==> src/rtl/load_store_unit.sv <==
// Load/store unit: one memory operation at a time, byte/half/word sizing with lane steering,
// misalignment and illegal-encoding checks, and a bounded wait for the memory acknowledge.
module load_store_unit #(
    parameter int TIMEOUT_CYCLES = 255
) (
    input  logic        clk,
    input  logic        reset,
    input  logic        req_valid,
    output logic        req_ready,
    input  logic        is_store,
    input  logic [2:0]  funct3,
    input  logic [31:0] addr,
    input  logic [31:0] wdata,
    output logic        mem_req,
    output logic        mem_we,
    output logic [31:0] mem_addr,
    output logic [3:0]  mem_be,
    output logic [31:0] mem_wdata,
    input  logic        mem_ack,
    input  logic [31:0] mem_rdata,
    output logic        resp_valid,
    output logic [31:0] resp_data,
    output logic        resp_err,
    output logic [1:0]  fsm_state
);

    // Handshake: a request transfers on a rising edge where req_valid && req_ready;
    // the memory side completes on an edge where mem_req && mem_ack.
    typedef enum logic [1:0] {
        IDLE = 2'd0,
        WAIT = 2'd1,
        RESP = 2'd2
    } state_t;

    localparam logic [7:0] TIMEOUT_LIMIT = 8'(TIMEOUT_CYCLES);

    state_t      state;
    logic [7:0]  wait_cnt;
    logic [2:0]  lat_funct3;
    logic [1:0]  lat_off;

    logic        req_err;
    logic [3:0]  req_be;
    logic [31:0] req_wdata;
    logic [15:0] load_half;
    logic [7:0]  load_byte;
    logic [31:0] load_data;

    assign req_ready = (state == IDLE);
    assign fsm_state = state;

    // Decode the offered request: lane enables, replicated store data, legality.
    always_comb begin
        req_err   = 1'b0;
        req_be    = 4'b0000;
        req_wdata = 32'd0;
        case (funct3)
            3'b000, 3'b100: req_be = 4'b0001 << addr[1:0];
            3'b001, 3'b101: begin
                req_be  = 4'b0011 << {addr[1], 1'b0};
                req_err = addr[0];
            end
            3'b010: begin
                req_be  = 4'b1111;
                req_err = |addr[1:0];
            end
            default: req_err = 1'b1;
        endcase
        if (is_store && funct3[2]) begin
            req_err = 1'b1;
        end
        if (is_store) begin
            case (funct3[1:0])
                2'b00:   req_wdata = {4{wdata[7:0]}};
                2'b01:   req_wdata = {2{wdata[15:0]}};
                default: req_wdata = wdata;
            endcase
        end
    end

    // Pick the addressed lane out of the returned word and extend it.
    always_comb begin
        load_half = lat_off[1] ? mem_rdata[31:16] : mem_rdata[15:0];
        load_byte = lat_off[0] ? load_half[15:8] : load_half[7:0];
        case (lat_funct3)
            3'b000:  load_data = {{24{load_byte[7]}}, load_byte};
            3'b001:  load_data = {{16{load_half[15]}}, load_half};
            3'b100:  load_data = {24'd0, load_byte};
            3'b101:  load_data = {16'd0, load_half};
            default: load_data = mem_rdata;
        endcase
    end

    always_ff @(posedge clk) begin
        if (reset) begin
            state      <= IDLE;
            wait_cnt   <= 8'd0;
            lat_funct3 <= 3'd0;
            lat_off    <= 2'd0;
            mem_req    <= 1'b0;
            mem_we     <= 1'b0;
            mem_addr   <= 32'd0;
            mem_be     <= 4'd0;
            mem_wdata  <= 32'd0;
            resp_valid <= 1'b0;
            resp_data  <= 32'd0;
            resp_err   <= 1'b0;
        end else begin
            case (state)
                IDLE: begin
                    if (req_valid) begin
                        lat_funct3 <= funct3;
                        lat_off    <= addr[1:0];
                        if (req_err) begin
                            state      <= RESP;
                            resp_valid <= 1'b1;
                            resp_err   <= 1'b1;
                            resp_data  <= 32'd0;
                        end else begin
                            state     <= WAIT;
                            wait_cnt  <= 8'd1;
                            mem_req   <= 1'b1;
                            mem_we    <= is_store;
                            mem_addr  <= {addr[31:2], 2'b00};
                            mem_be    <= req_be;
                            mem_wdata <= req_wdata;
                        end
                    end
                end
                WAIT: begin
                    // An acknowledge on the final allowed cycle still counts as success.
                    if (mem_ack || (wait_cnt == TIMEOUT_LIMIT)) begin
                        state      <= RESP;
                        resp_valid <= 1'b1;
                        resp_err   <= ~mem_ack;
                        resp_data  <= (mem_ack && !mem_we) ? load_data : 32'd0;
                        wait_cnt   <= 8'd0;
                        mem_req    <= 1'b0;
                        mem_we     <= 1'b0;
                        mem_addr   <= 32'd0;
                        mem_be     <= 4'd0;
                        mem_wdata  <= 32'd0;
                    end else begin
                        wait_cnt <= wait_cnt + 8'd1;
                    end
                end
                RESP: begin
                    state      <= IDLE;
                    resp_valid <= 1'b0;
                    resp_err   <= 1'b0;
                    resp_data  <= 32'd0;
                end
                default: state <= IDLE;
            endcase
        end
    end

endmodule
==> config.mk <==
export PLATFORM = sky130hd
export DESIGN_NAME = load_store_unit
export DESIGN_NICKNAME = d
export VERILOG_FILES = /design/src/rtl/load_store_unit.sv
export SDC_FILE = /design/constraint.sdc
export NUM_CORES = 1
export LEC_CHECK = 0
export CORE_UTILIZATION = 35
export DETAILED_ROUTE_END_ITERATION = 8
export PLACE_DENSITY = 0.79
export REMOVE_ABC_BUFFERS = 1
export SKIP_CTS_REPAIR_TIMING = 1
export SYNTH_ARGS = -nofsm -noshare
export SYNTH_HDL_FRONTEND = slang
export SYNTH_SLANG_ARGS = --single-unit
==> constraint.sdc <==
create_clock -name clk -period 2.75 [get_ports clk]
set_input_delay 0.4125 -clock clk [delete_from_list [all_inputs] [get_ports clk]]
set_output_delay 0.4125 -clock clk [all_outputs]
set_load 0.1 [all_outputs]
==> metrics.yaml, run 1 <==
synth:
  ys_seq_area_share_pct: 46.5
  post_synth_num_cell_types: 54
  yosys_most_used_dff: "sky130_fd_sc_hd__dfxtp_1"
  cell_taking_the_most_area_after_synthesis: "sky130_fd_sc_hd__dfxtp_1"
  synth_cells: 521
  synth-async-reset-ratio_pct: 0
  syn-cell-area_sq_mm: 0.00504
  ys.warnings.count: 0
  synth_area_leaders: "sky130_fd_sc_hd__dfxtp_1 46%, sky130_fd_sc_hd__a22o_1 9.2%, sky130_fd_sc_hd__mux2i_1 4.8%"
  yosys.cell_count.top_type: "sky130_fd_sc_hd__dfxtp_1"
  synth.cells.most_frequent: "117 x sky130_fd_sc_hd__dfxtp_1, 53 x sky130_fd_sc_hd__a22o_1, 44 x sky130_fd_sc_hd__nand2_1, 29 x sky130_fd_sc_hd__a21oi_1"
  post-synth-top-area-fraction_pct: 46.5
  number_of_enable_type_register_cells_in_the_synthesized_netlist: 0
  syn_area_per_cell_sq_um: 9.67
  postSynthRegisterBits: 117
sta:
  drv_slew: 0
  slew_headroom_pct: 40.7
  rsz0062_at_grt: "false"
  period_needed_ps: 2410
  setup_viol: 0
  timing_hold_violations_final: 0
  layout_setup_ws_ps: 339
  finalCritPeriodShare_pct: 87.7
  clock.fmax_mhz: 415
  timing_worst_slew_pin_value_ps: 886
  fin_worst_skew_ps: 8.14
clock_network:
  insertion_delay_ps: 420
  cts-root-to-sink-buffers: 2
  root_driver: "sky130_fd_sc_hd__clkbuf_16"
  h-tree-depth: 4
  tritoncts_clock_tree: "yes"
  cts_sinks: 117
  cts.clk_slew.worst_paths_ps: 60
  numCtsBuffers: 17
pwr:
  sequentialPowerShare_pct: 35.9
  power_frac_comb_pct: 19.5
  net-switching-power_w: 0.00150
  ir_drop_v: 0.000389
  power.clock.fraction_pct: 44.6
  powerDensity_mw_per_mm2: 649
  power.switching_fraction_pct: 30.0
  totalPowerFinal_w: 0.00502
  power.static_leakage_nw: 3.22
  power.internal_w: 0.00351
critical_path:
  path_cells: "ha_1 > and4_1 > a211oi_4 > o31a_2 > a22o_1"
  crit_path_largest_cell_delay_ps: 730
  crit_start: "wait_cnt[0]"
  crit_path_max_fo: 17
  worst-path-buf-inv: 0
  reg2reg_slack_ps: 340
  worstSetupPathType: "flop to flop"
  crit_path_start_kind: "flop"
  reg2reg_from: "wait_cnt[0]"
  rr_endpoint: "resp_data[0]"
  critPathArrivalTime_ps: 2770
  worst_path_dominant_cell_family: "compound AO/OA/AOI/OAI gates"
  crit_required_ps: 3110
  type_of_element_capturing_the_critical_path: "flop"
  reg2reg_depth: 5
  crit_slowest_cell: "sky130_fd_sc_hd__a211oi_4"
job:
  cap_viol_max_count: 0
floorplan:
  fp.dieArea_sq_mm: 0.0149
  initial_core_util_pct: 36.1
  floorplan_die_width_microns: 122
  die_height_microns: 122
  pin_count: 211
  fp.coreArea_sq_mm: 0.0139
  floorplan.rows: 43
place:
  placement.setup.worst_slack_ps: 107
  post-place-cells: 887
  dp_hpwl_mm: 11.5
  gp_routability_congestion: 0.865
  placement.io_buffers: 208
routing:
  post-route-drc-count: 0
  routed_wl_mm: 15.9
  drt_pre_antenna_iters: 5
  count_of_antenna_violating_nets_left_after_detailed_routing: 0
  first_iter_violations: 403
  via_count: 5082
  vias_per_cell: 5.53
  avgRoutedWirePerCell_microns: 17.3
hold_path:
  hold_depth: 1
  timing.hold.worst.class: "flop to flop"
  worstHoldStart: "mem_be[1]"
  hold_end: "mem_be[1]"
final_layout:
  fill_cells: 1213
  layout-area-overhead-vs-synth_pct: 53.4
  drive_gt1_share_pct: 24.5
  fin_cells: 919
  finish.net_count: 831
  n_antenna_cell: 0
grt:
  grt_first_pass_wirelength_mm: 24.6
  grt_overflow: 0
  globalRouteTotalUtil_pct: 21.5
  antenna_found_initial: 0
  first_global_vias: 4939
  grt_start_max_net_pins: 56
run_status:
  status: "completed"
## power groups by stage
stage               registers, W  clock network (W)  logic, W
floorplan                0.00218                  0  0.000245
global placement         0.00183                  0  0.000959
detailed placement       0.00184                  0  0.000973
CTS                      0.00180            0.00227  0.000976
global route             0.00181            0.00235   0.00102
finish                   0.00180            0.00224  0.000978
## worst max path at each step
stage	endpoint	slack [ps]	depth (start not counted)
after global placement	mem_wdata[6]	140	6
final	resp_data[0]	340	5
after floorplan	mem_wdata[10]	-730	4
after detailed placement	mem_wdata[25]	110	6
after CTS	resp_data[0]	120	5
after global routing	resp_data[0]	220	5
## metal layers
layer	GRT usage [%]	share of wire, %	up-vias
met5	0	0	-
met4	9.65	2.4	0
met3	6.69	8.0	27
met2	35.3	47	228
met1	25.5	42	2439
li1	-	-	2388
## cell type report
type                       count  area [sq um]  share of cell area [%]
multi-input combinational    351          2490                    32.2
inverter                       6          22.5                   0.291
sequential                   117          2340                    30.3
clock inverter                15           180                    2.33
clock buffer                  17           425                    5.50
tap                          180           225                    2.91
timing repair buffer         233          2040                    26.5
## flip-flops by register name (all words and copies together), names as in the netlist, 2 cells and up
| name | cells |
|---|---|
| mem_be | 4 |
| mem_addr | 30 |
| fsm_state | 2 |
| lat_funct3 | 3 |
| mem_wdata | 32 |
| resp_data | 32 |
| wait_cnt | 8 |
| lat_off | 2 |
## placed cells by master, fill, tap and decap left out, types with 19 or more instances in the layout
cell type,instances
sky130_fd_sc_hd__nand2_1,44
sky130_fd_sc_hd__o21ai_0,26
sky130_fd_sc_hd__mux2i_1,24
sky130_fd_sc_hd__a31oi_1,19
sky130_fd_sc_hd__a22o_1,53
sky130_fd_sc_hd__o2bb2ai_1,19
sky130_fd_sc_hd__buf_4,127
sky130_fd_sc_hd__a21oi_1,29
sky130_fd_sc_hd__dfxtp_1,117
sky130_fd_sc_hd__clkdlybuf4s50_1,103
## through the flow
stage	instance area, sq um	TNS [ps]	hold slack (ps)	utilization [%]
3_3_place_gp	7120	0	438	51.1
4_1_cts	7720	0	465	55.4
5_1_grt	7730	0	476	55.5
3_5_place_dp	7120	0	445	51.1
2_1_floorplan	4820	-40430	463	-
6_report	7730	0	459	55.5
## cells by family (layout without fill, tap and decap cells)
kind of cell	count (synthesis)	count (layout)	share of synthesized area [%]
compound gates	209	209	31.2
flops	117	117	46.5
simple gates	106	106	10.4
buf+inv	54	271	4.82
mux	33	33	6.78
fa+ha+maj	1	1	0.248
other cells	1	2	0.0744
No activity file was read; power rests on OpenSTA's default activity.
==> inputs of run 2 (changes only) <==
- PLACE_DENSITY: 0.79 -> not set
- PLACE_DENSITY_LB_ADDON: not set -> 0.05
==> metrics.yaml, run 2 (synthesized netlist as in run 1, its figures left out) <==
final_layout:
  drive_gt1_share_pct: 24.7  # +0.17 points
  layout-area-overhead-vs-synth_pct: 54.0
  fin_cells: 922  # +0.33%
  n_antenna_cell: 0  # unchanged
  largest_registers: "mem_wdata: 32 flops, resp_data: 32 flops, mem_addr: 30 flops"
  mostFrequentLayoutCell: "sky130_fd_sc_hd__buf_4"
  finish.net_count: 834  # +0.36%
  layout_common_cells: "130 x sky130_fd_sc_hd__buf_4, 117 x sky130_fd_sc_hd__dfxtp_1, 103 x sky130_fd_sc_hd__clkdlybuf4s50_1"
clock_network:
  h-tree-depth: 4  # unchanged
  cts-root-to-sink-buffers: 2  # unchanged
  numCtsBuffers: 17  # unchanged
  root_driver: "sky130_fd_sc_hd__clkbuf_16"
  tritoncts_clock_tree: "yes"
  insertion_delay_ps: 410  # about the same
  cts_sinks: 117  # unchanged
  cts.clk_slew.worst_paths_ps: 60  # about the same
floorplan:
  initial_core_util_pct: 36.1  # unchanged
  pin_count: 211  # unchanged
  die_height_microns: 122  # unchanged
  floorplan_die_width_microns: 122  # unchanged
  floorplan.rows: 43  # unchanged
  fp.coreArea_sq_mm: 0.0139  # unchanged
  fp.dieArea_sq_mm: 0.0149  # unchanged
routing:
  first_iter_violations: 231  # -43%
  via_count: 4887  # -3.8%
  vias_per_cell: 5.30  # -4.1%
  routed_wl_mm: 15.5  # -2.3%
  drt_pre_antenna_iters: 4  # -1
  count_of_antenna_violating_nets_left_after_detailed_routing: 0  # unchanged
  post-route-drc-count: 0  # unchanged
  avgRoutedWirePerCell_microns: 16.8  # -2.6%
pwr:
  powerDensity_mw_per_mm2: 647  # -0.39%
  power.static_leakage_nw: 3.23  # +0.22%
  totalPowerFinal_w: 0.00502  # about the same
  ir_drop_v: 0.000425  # +9.2%
critical_path:
  crit_required_ps: 3100  # about the same
  critPathArrivalTime_ps: 2780  # about the same
  crit_start: "wait_cnt[0]"
  crit_path_start_kind: "flop"
  worstSetupPathType: "flop to flop"
  reg2reg_from: "wait_cnt[0]"
  crit_path_max_fo: 17  # unchanged
  type_of_element_capturing_the_critical_path: "flop"
  reg2reg_depth: 5  # unchanged
sta:
  slew_headroom_pct: 31.3  # -9.4 points
  timing_worst_slew_pin_value_ps: 1030  # +140 ps
  finalCritPeriodShare_pct: 88.2  # +0.57 points
  setup_viol: 0  # unchanged
  setup_total_negative_slack_ps: 0  # unchanged
  timing_hold_violations_final: 0  # unchanged
  period_needed_ps: 2430  # +15.6 ps
  rsz0062_at_grt: "false"
  fin_worst_skew_ps: 7.88  # -0.252 ps
  clock.fmax_mhz: 412  # -0.64%
  drv_slew: 0  # unchanged
  layout_setup_ws_ps: 324  # -15.6 ps
place:
  post-place-cells: 890  # +0.34%
  dp_hpwl_mm: 11.1  # -3.6%
  placement.setup.worst_slack_ps: -37.8  # -144 ps
  gp_routability_congestion: 0.757  # -12%
  placement.io_buffers: 208  # unchanged
hold_path:
  worstHoldStart: "mem_req"
  timing.hold.worst.class: "flop to flop"
  hold_depth: 1  # unchanged
run_status:
  status: "completed"
grt:
  antenna_found_initial: 0  # unchanged
  globalRouteTotalUtil_pct: 20.9  # -0.56 points
  grt_first_pass_wirelength_mm: 24.1  # -2.1%
  grt_overflow: 0  # unchanged
  first_global_vias: 4863  # -1.5%
  grt_start_max_net_pins: 69  # +23%
job:
  cap_viol_max_count: 0  # unchanged
run 2: changes by cell type in the layout (fill, tap and decap cells not counted), sizes merged:
cell / delta
clkbuf: +3
buf: +3
inv: -2
clkinvlp: +3
clkinv: -4
run 2: layout make-up:
type / instances / area (sq um)
fill: 1257 / 6180
multi-input combinational: 351 / 2490
sequential: 117 / 2340
timing repair buffer: 236 / 2070
clock buffer: 20 / 457
tap: 180 / 225
clock inverter: 12 / 154
inverter: 6 / 22.5
run 2: layer usage:
metal	up-vias	routed length, microns	track usage [%]
li1	2394	-	-
met1	2312	6770	24.9
met2	165	7290	34.7
met3	16	1250	7.44
met4	0	204	7.02
met5	-	0	0
run 2: final timing paths:
kind                        to  slack (ps)
hold reg to reg        mem_req         460
hold / removal         mem_req         460
setup / recovery  resp_data[3]         320
setup reg to reg  resp_data[3]         320
run 2: worst max-delay path, cell delays in order, from the launching register on:
cell and delay (ps):
sky130_fd_sc_hd__dfxtp_1 350, sky130_fd_sc_hd__ha_1 240, sky130_fd_sc_hd__and4_1 320, sky130_fd_sc_hd__a211oi_4 730
sky130_fd_sc_hd__o31a_2 510, sky130_fd_sc_hd__a22o_1 210
run 2: where the power goes:
group | switching [W] | internal (W) | total (W)
Combinational | 0.000635 | 0.000333 | 0.000968
Sequential | 0.0000481 | 0.00175 | 0.00180
Clock | 0.000779 | 0.00147 | 0.00225
Total | 0.00146 | 0.00355 | 0.00502
run 2: metrics by stage:
step                      hold WS, ps  instance area (sq um)  utilization, %
after global placement            438                   7140            51.2
final                             455                   7760            55.7
after CTS                         463                   7750            55.6
after detailed placement          440                   7140            51.2
after floorplan                   463                   4820               -
after global routing              482                   7760            55.7
